===== config.mk =====
export PLATFORM = sky130hd
export DESIGN_NAME = urv_timer_mc
export DESIGN_NICKNAME = d
export VERILOG_FILES = /design/src/rtl/urv_timer_mc.sv
export SDC_FILE = /design/constraint.sdc
export NUM_CORES = 1
export LEC_CHECK = 0
export CAP_MARGIN = 10
export CELL_PAD_IN_SITES_DETAIL_PLACEMENT = 0
export CELL_PAD_IN_SITES_GLOBAL_PLACEMENT = 1
export CORE_MARGIN = 2
export CORE_UTILIZATION = 45
export CTS_BUF_LIST = sky130_fd_sc_hd__clkbuf_16
export DETAILED_ROUTE_END_ITERATION = 10
export GPL_ROUTABILITY_DRIVEN = 0
export PLACE_DENSITY_LB_ADDON = 0.08
export SETUP_SLACK_MARGIN = 0.1
export SLEW_MARGIN = 20
export SYNTH_ARGS = -nofsm -noshare
export SYNTH_HDL_FRONTEND = slang
export SYNTH_SLANG_ARGS = --single-unit

===== constraint.sdc =====
create_clock -name clk_i -period 5.5 [get_ports clk_i]
set_clock_uncertainty 0.05 [all_clocks]
set_input_delay 0.55 -clock clk_i [delete_from_list [all_inputs] [get_ports clk_i]]
set_output_delay 0.55 -clock clk_i [all_outputs]
set_load 0.005 [all_outputs]

===== src/rtl/urv_timer_mc.sv =====
// rtl/urv_timer_mc.sv - multi-channel system timer: cycle counter, prescaled tick counter, compare channels
module urv_timer_mc #(
  parameter int G_NUM_CH    = 4,
  parameter int G_TIME_W    = 32,
  parameter int G_CYCLES_W  = 64,
  parameter int G_CLK_FREQ  = 62500000,
  parameter int G_TICK_FREQ = 1000
) (
  input  logic                  clk_i,
  input  logic                  rst_i,
  input  logic                  wr_en_i,
  input  logic [5:0]            wr_addr_i,
  input  logic [31:0]           wr_data_i,
  input  logic                  rd_en_i,
  input  logic [5:0]            rd_addr_i,
  output logic [31:0]           rd_data_o,
  output logic [G_TIME_W-1:0]   csr_time_o,
  output logic [G_CYCLES_W-1:0] csr_cycles_o,
  output logic                  sys_tick_o,
  output logic [G_NUM_CH-1:0]   irq_o
);

  localparam logic [23:0] PRESC_RST = 24'(G_CLK_FREQ / G_TICK_FREQ - 1);

  logic [23:0]         presc;
  logic [23:0]         presc_cnt;
  logic                en;
  logic [G_TIME_W-1:0] cmp    [G_NUM_CH];
  logic [G_TIME_W-1:0] period [G_NUM_CH];
  logic [G_NUM_CH-1:0] ch_en;
  logic [G_NUM_CH-1:0] ch_per;

  logic                wr_presc, wr_ctrl, wr_pend, wr_time;
  logic [G_NUM_CH-1:0] wr_cmp, wr_period, wr_chctrl;
  logic [G_NUM_CH-1:0] hit;
  logic [G_NUM_CH-1:0] rearm;
  logic [G_TIME_W-1:0] time_inc;
  logic [31:0]         rd_mux;

  assign time_inc = csr_time_o + G_TIME_W'(1);

  // Write address decode; channel c owns words 4+4c .. 7+4c, the last one reserved
  always_comb begin
    wr_presc = wr_en_i && (wr_addr_i == 6'd0);
    wr_ctrl  = wr_en_i && (wr_addr_i == 6'd1);
    wr_pend  = wr_en_i && (wr_addr_i == 6'd2);
    wr_time  = wr_en_i && (wr_addr_i == 6'd3);
    for (int c = 0; c < G_NUM_CH; c++) begin
      wr_cmp[c]    = wr_en_i && (wr_addr_i == 6'(4 + 4 * c));
      wr_period[c] = wr_en_i && (wr_addr_i == 6'(5 + 4 * c));
      wr_chctrl[c] = wr_en_i && (wr_addr_i == 6'(6 + 4 * c));
    end
  end

  // Compare against the value time is about to take, so pend and time==CMP land together.
  // A TIME write overrides the increment and must not produce a hit.
  always_comb begin
    for (int c = 0; c < G_NUM_CH; c++) begin
      hit[c]   = ch_en[c] && sys_tick_o && !wr_time && (time_inc == cmp[c]);
      rearm[c] = ch_per[c] && (period[c] != '0);
    end
  end

  // Prescaler: a PRESC write restarts the period and suppresses the tick of that cycle
  always_ff @(posedge clk_i or negedge rst_i) begin
    if (!rst_i) begin
      presc_cnt  <= '0;
      sys_tick_o <= 1'b0;
    end else if (wr_presc) begin
      presc_cnt  <= '0;
      sys_tick_o <= 1'b0;
    end else if (en) begin
      if (presc_cnt == presc) begin
        presc_cnt  <= '0;
        sys_tick_o <= 1'b1;
      end else begin
        presc_cnt  <= presc_cnt + 24'd1;
        sys_tick_o <= 1'b0;
      end
    end else begin
      sys_tick_o <= 1'b0;
    end
  end

  // Global configuration, tick counter and free-running cycle counter
  always_ff @(posedge clk_i or negedge rst_i) begin
    if (!rst_i) begin
      presc        <= PRESC_RST;
      en           <= 1'b1;
      csr_time_o   <= '0;
      csr_cycles_o <= '0;
    end else begin
      csr_cycles_o <= csr_cycles_o + G_CYCLES_W'(1);
      if (wr_presc) presc <= wr_data_i[23:0];
      if (wr_ctrl)  en    <= wr_data_i[0];
      if (wr_time) begin
        csr_time_o <= wr_data_i[G_TIME_W-1:0];
      end else if (sys_tick_o) begin
        csr_time_o <= time_inc;
      end
    end
  end

  // Compare channels: register writes beat the hit-driven update, pend set beats W1C
  always_ff @(posedge clk_i or negedge rst_i) begin
    if (!rst_i) begin
      for (int c = 0; c < G_NUM_CH; c++) begin
        cmp[c]    <= '0;
        period[c] <= '0;
      end
      ch_en  <= '0;
      ch_per <= '0;
      irq_o  <= '0;
    end else begin
      for (int c = 0; c < G_NUM_CH; c++) begin
        irq_o[c] <= (irq_o[c] && !(wr_pend && wr_data_i[c])) || hit[c];
        if (wr_cmp[c]) begin
          cmp[c] <= wr_data_i[G_TIME_W-1:0];
        end else if (hit[c] && rearm[c]) begin
          cmp[c] <= cmp[c] + period[c];
        end
        if (wr_period[c]) period[c] <= wr_data_i[G_TIME_W-1:0];
        if (wr_chctrl[c]) begin
          ch_en[c]  <= wr_data_i[0];
          ch_per[c] <= wr_data_i[1];
        end else if (hit[c] && !rearm[c]) begin
          ch_en[c] <= 1'b0;
        end
      end
    end
  end

  // Read mux over current register state; a same-cycle write is therefore not yet visible
  always_comb begin
    rd_mux = '0;
    case (rd_addr_i)
      6'd0:    rd_mux = {8'd0, presc};
      6'd1:    rd_mux = {31'd0, en};
      6'd2:    rd_mux = 32'(irq_o);
      6'd3:    rd_mux = 32'(csr_time_o);
      default: rd_mux = '0;
    endcase
    for (int c = 0; c < G_NUM_CH; c++) begin
      if (rd_addr_i == 6'(4 + 4 * c)) rd_mux = 32'(cmp[c]);
      if (rd_addr_i == 6'(5 + 4 * c)) rd_mux = 32'(period[c]);
      if (rd_addr_i == 6'(6 + 4 * c)) rd_mux = {30'd0, ch_per[c], ch_en[c]};
    end
  end

  // Read data register: loads on a read strobe, otherwise holds
  always_ff @(posedge clk_i or negedge rst_i) begin
    if (!rst_i) begin
      rd_data_o <= '0;
    end else if (rd_en_i) begin
      rd_data_o <= rd_mux;
    end
  end

endmodule


==> run metrics <==
Die W=262.5 microns; required time worst endpoint=5.91 ns; critical path fanouts, max=33; Crit Path Class=reg2reg; CTS tree=done; count of cell types in the netlist=85; clock buffer depth=3; cell area after synthesis=30060 sq um; share of layout cells above drive strength 1=0.08868; die area=68880 sq um; DR WL/cell=25.64 microns; IO Pins=181; vias in the first global route=26310; antenna violations before repair=1; Place WS=0.5764 ns; M1 GR Usage=0.4424; Root Buffer=clkbuf_16; max_cap viols=0; Post-synth ARST share=1.000; HP Class=in2reg; status=complete, no violations; overall power=10840 uW; CP Launch Type=flop; R2R depth=14; VDD IR-drop max=0.2332 mV; Port Buf Inserts=180; final setup vio count=0; total CTS buffers=54; R2R Setup Slk=0.44 ns; fin crit period=5.057 ns; first-pass GRT wire length=166600 microns; RSZ-0062 raised after global routing=no; Worst Path Arrival=5.46 ns; clock sink total=446; First-pass DRT Iterations=7; remaining antenna violation count=0; register bit total from synthesis=446; pwr dens=315.6 nW/um^2; met2 Use GR=0.4953; HPWL Detailed=84600 microns; post-CTS sizing=0; leakage power=0.01460 uW; total gr overflow=0; H-Tree Depth=2; gr busiest metal=met2; # fillers=6029; Starting Density=0.4556; setup tns final=0 ns; GRT met3 Usage=0.05341; vias per cell=6.247; Most used DFF post-synth=dfrtp_1; DRT Wirelength=110900 microns; CORE AREA=65980 sq um; via count=27024; Crit. End Element=flop; max_slew headroom=0.2851; syn avg cell area=9.016 sq um; Ys Warns=0; sequential fraction of the synthesis area=0.3717; P&R area growth vs syn=14.24%; synthesized instance count=3334; Final Hold Viols=0; Worst-path clk slew=0.06 ns; Fmax=197.7 MHz; DRC Markers=0; All-Layer GR Usage=0.3158; largest net degree at the start of global routing=136; number of flops mapped to enable cells by yosys=0; Inserted Diodes=0; final critical-path share of the clock period=0.9194; Mapped Nets=3513; die span in y=262.5 microns; Final Slew Violations=0; Layout Utilization=0.5205; Least-Margin Pin Slew=1.070 ns; Clk Latency, worst-skew pair=0.62 ns; Nets=3600; Hold Path Cell Cnt=2; DRT iter0 DRCs=2793; placement row count=94; setup ws final=0.4430 ns
## area by class of cell
class	count	area (sq um)	area share
multi-input cells	2624	17880	0.5206
flip-flops and latches	446	11170	0.3253
repair buffers	230	2242	0.06529
clock buffers	55	1376	0.04008
well taps	864	1081	0.03148
clock inverters	42	346.6	0.01009
inverters	65	244.0	0.007105
## through the flow
stage	hold WS, ns	instances	area (sq um)
after floorplan	0.2044	3334	30060
after global placement	0.4169	4228	32610
after detailed placement	0.4154	4228	32610
after CTS	0.3477	4326	34340
after global routing	0.3815	4326	34340
final	0.3631	4326	34340
## where the power goes
group | switching [uW] | internal [uW] | leakage (uW) | total [uW]
logic | 1540 | 1260 | 0.00791 | 2810
clock network | 1500 | 2080 | 0.000874 | 3580
registers | 798 | 3650 | 0.00582 | 4450
## synth_stat cells (all sizes together) (23+ instances only)
library cell | count | area (sq um)
a21o | 40 | 300.3
a21oi | 186 | 930.9
a221oi | 54 | 473.0
a22oi | 83 | 623.1
and3 | 48 | 300.3
buf | 46 | 260.3
clkbuf | 153 | 574.3
dfrtp | 437 | 10940
ha | 127 | 1589
inv | 65 | 244.0
mux2 | 129 | 1453
mux2i | 98 | 980.9
nand2 | 391 | 1468
nand2b | 23 | 143.9
nand3 | 114 | 570.6
nand4 | 63 | 406.6
nor2 | 226 | 863.3
nor2b | 28 | 175.2
nor3 | 47 | 245.2
nor4 | 59 | 417.9
o21ai | 262 | 1311
xnor2 | 242 | 2120
xor2 | 136 | 1191
## final timing paths
check	from	endpoint
max reg2reg	csr_time_o[0]	cmp[63]
min	rd_en_i	rd_data_o[10]
max	csr_time_o[0]	cmp[63]
max in group asynchronous	rst_i	csr_time_o[28]
min in group asynchronous	rst_i	rd_data_o[1]
min reg2reg	csr_cycles_o[63]	csr_cycles_o[63]
## flip-flops by register name, summed over array words and instances (netlist names), 4 cells and up
signal,count
irq_o,4
ch_en,4
cmp,128
presc_cnt,24
csr_time_o,32
rd_data_o,32
period,128
presc,24
ch_per,4
csr_cycles_o,64
## layer usage
layer	vias up	wire length [microns]
li1	12199	-
met1	13384	47990
met2	1242	49000
met3	197	10080
met4	2	3847
met5	-	11
## cell usage in the layout (no fill, tap or decap), drive strengths merged, types with 10 or more instances in the layout
cell / Yosys / final
dfrtp: 437 / 437
nand2: 391 / 391
o21ai: 262 / 262
xnor2: 242 / 242
nor2: 226 / 226
a21oi: 186 / 186
clkdlybuf4s50: 0 / 178
xor2: 136 / 136
mux2: 129 / 129
ha: 127 / 127
nand3: 114 / 114
mux2i: 98 / 98
a22oi: 83 / 83
inv: 65 / 73
nand4: 63 / 63
nor4: 59 / 59
clkbuf: 153 / 55
a221oi: 54 / 54
buf: 46 / 51
and3: 48 / 48
nor3: 47 / 47
a21o: 40 / 40
nor2b: 28 / 28
clkinv: 0 / 26
nand2b: 23 / 23
a31oi: 21 / 21
o21bai: 19 / 19
a211oi: 18 / 18
o21a: 17 / 17
and2: 15 / 15
and4: 12 / 12
o31ai: 12 / 12
or3: 11 / 11
o2111ai: 10 / 10
nor3b: 10 / 10
a222oi: 10 / 10
## worst max-delay path: stages (launching register included)
cell and delay [ns]:
dfrtp_1 0.63, ha_1 0.44, nand2_1 0.21, nor4_1 0.71, and2_0 0.43, xnor2_1 0.23
xnor2_1 0.16, nand4_1 0.10, or4_1 0.49, or4_1 0.56, nor2_4 0.18, buf_12 0.27
nand3b_1 0.14, xor2_1 0.16, o21ai_0 0.09
## cell families (layout without fill, tap and decap cells)
family	Yosys count	count (layout)	synth area share
muxes	228	228	0.08171
buffers and inverters	264	392	0.03588
DFF	446	446	0.3717
xor gates and xnor gates	383	383	0.1139
AOI/OAI and AO/OA	805	805	0.1696
adders and majority gates	131	131	0.05553
and+or+nand+nor	1077	1077	0.1717
## repair_timing
item | CTS | global route
hold endpoints to repair | 45 | 0
setup buffers | 0 | 0
hold buffers | 1 | 0
No activity file was read; power rests on OpenSTA's default activity.
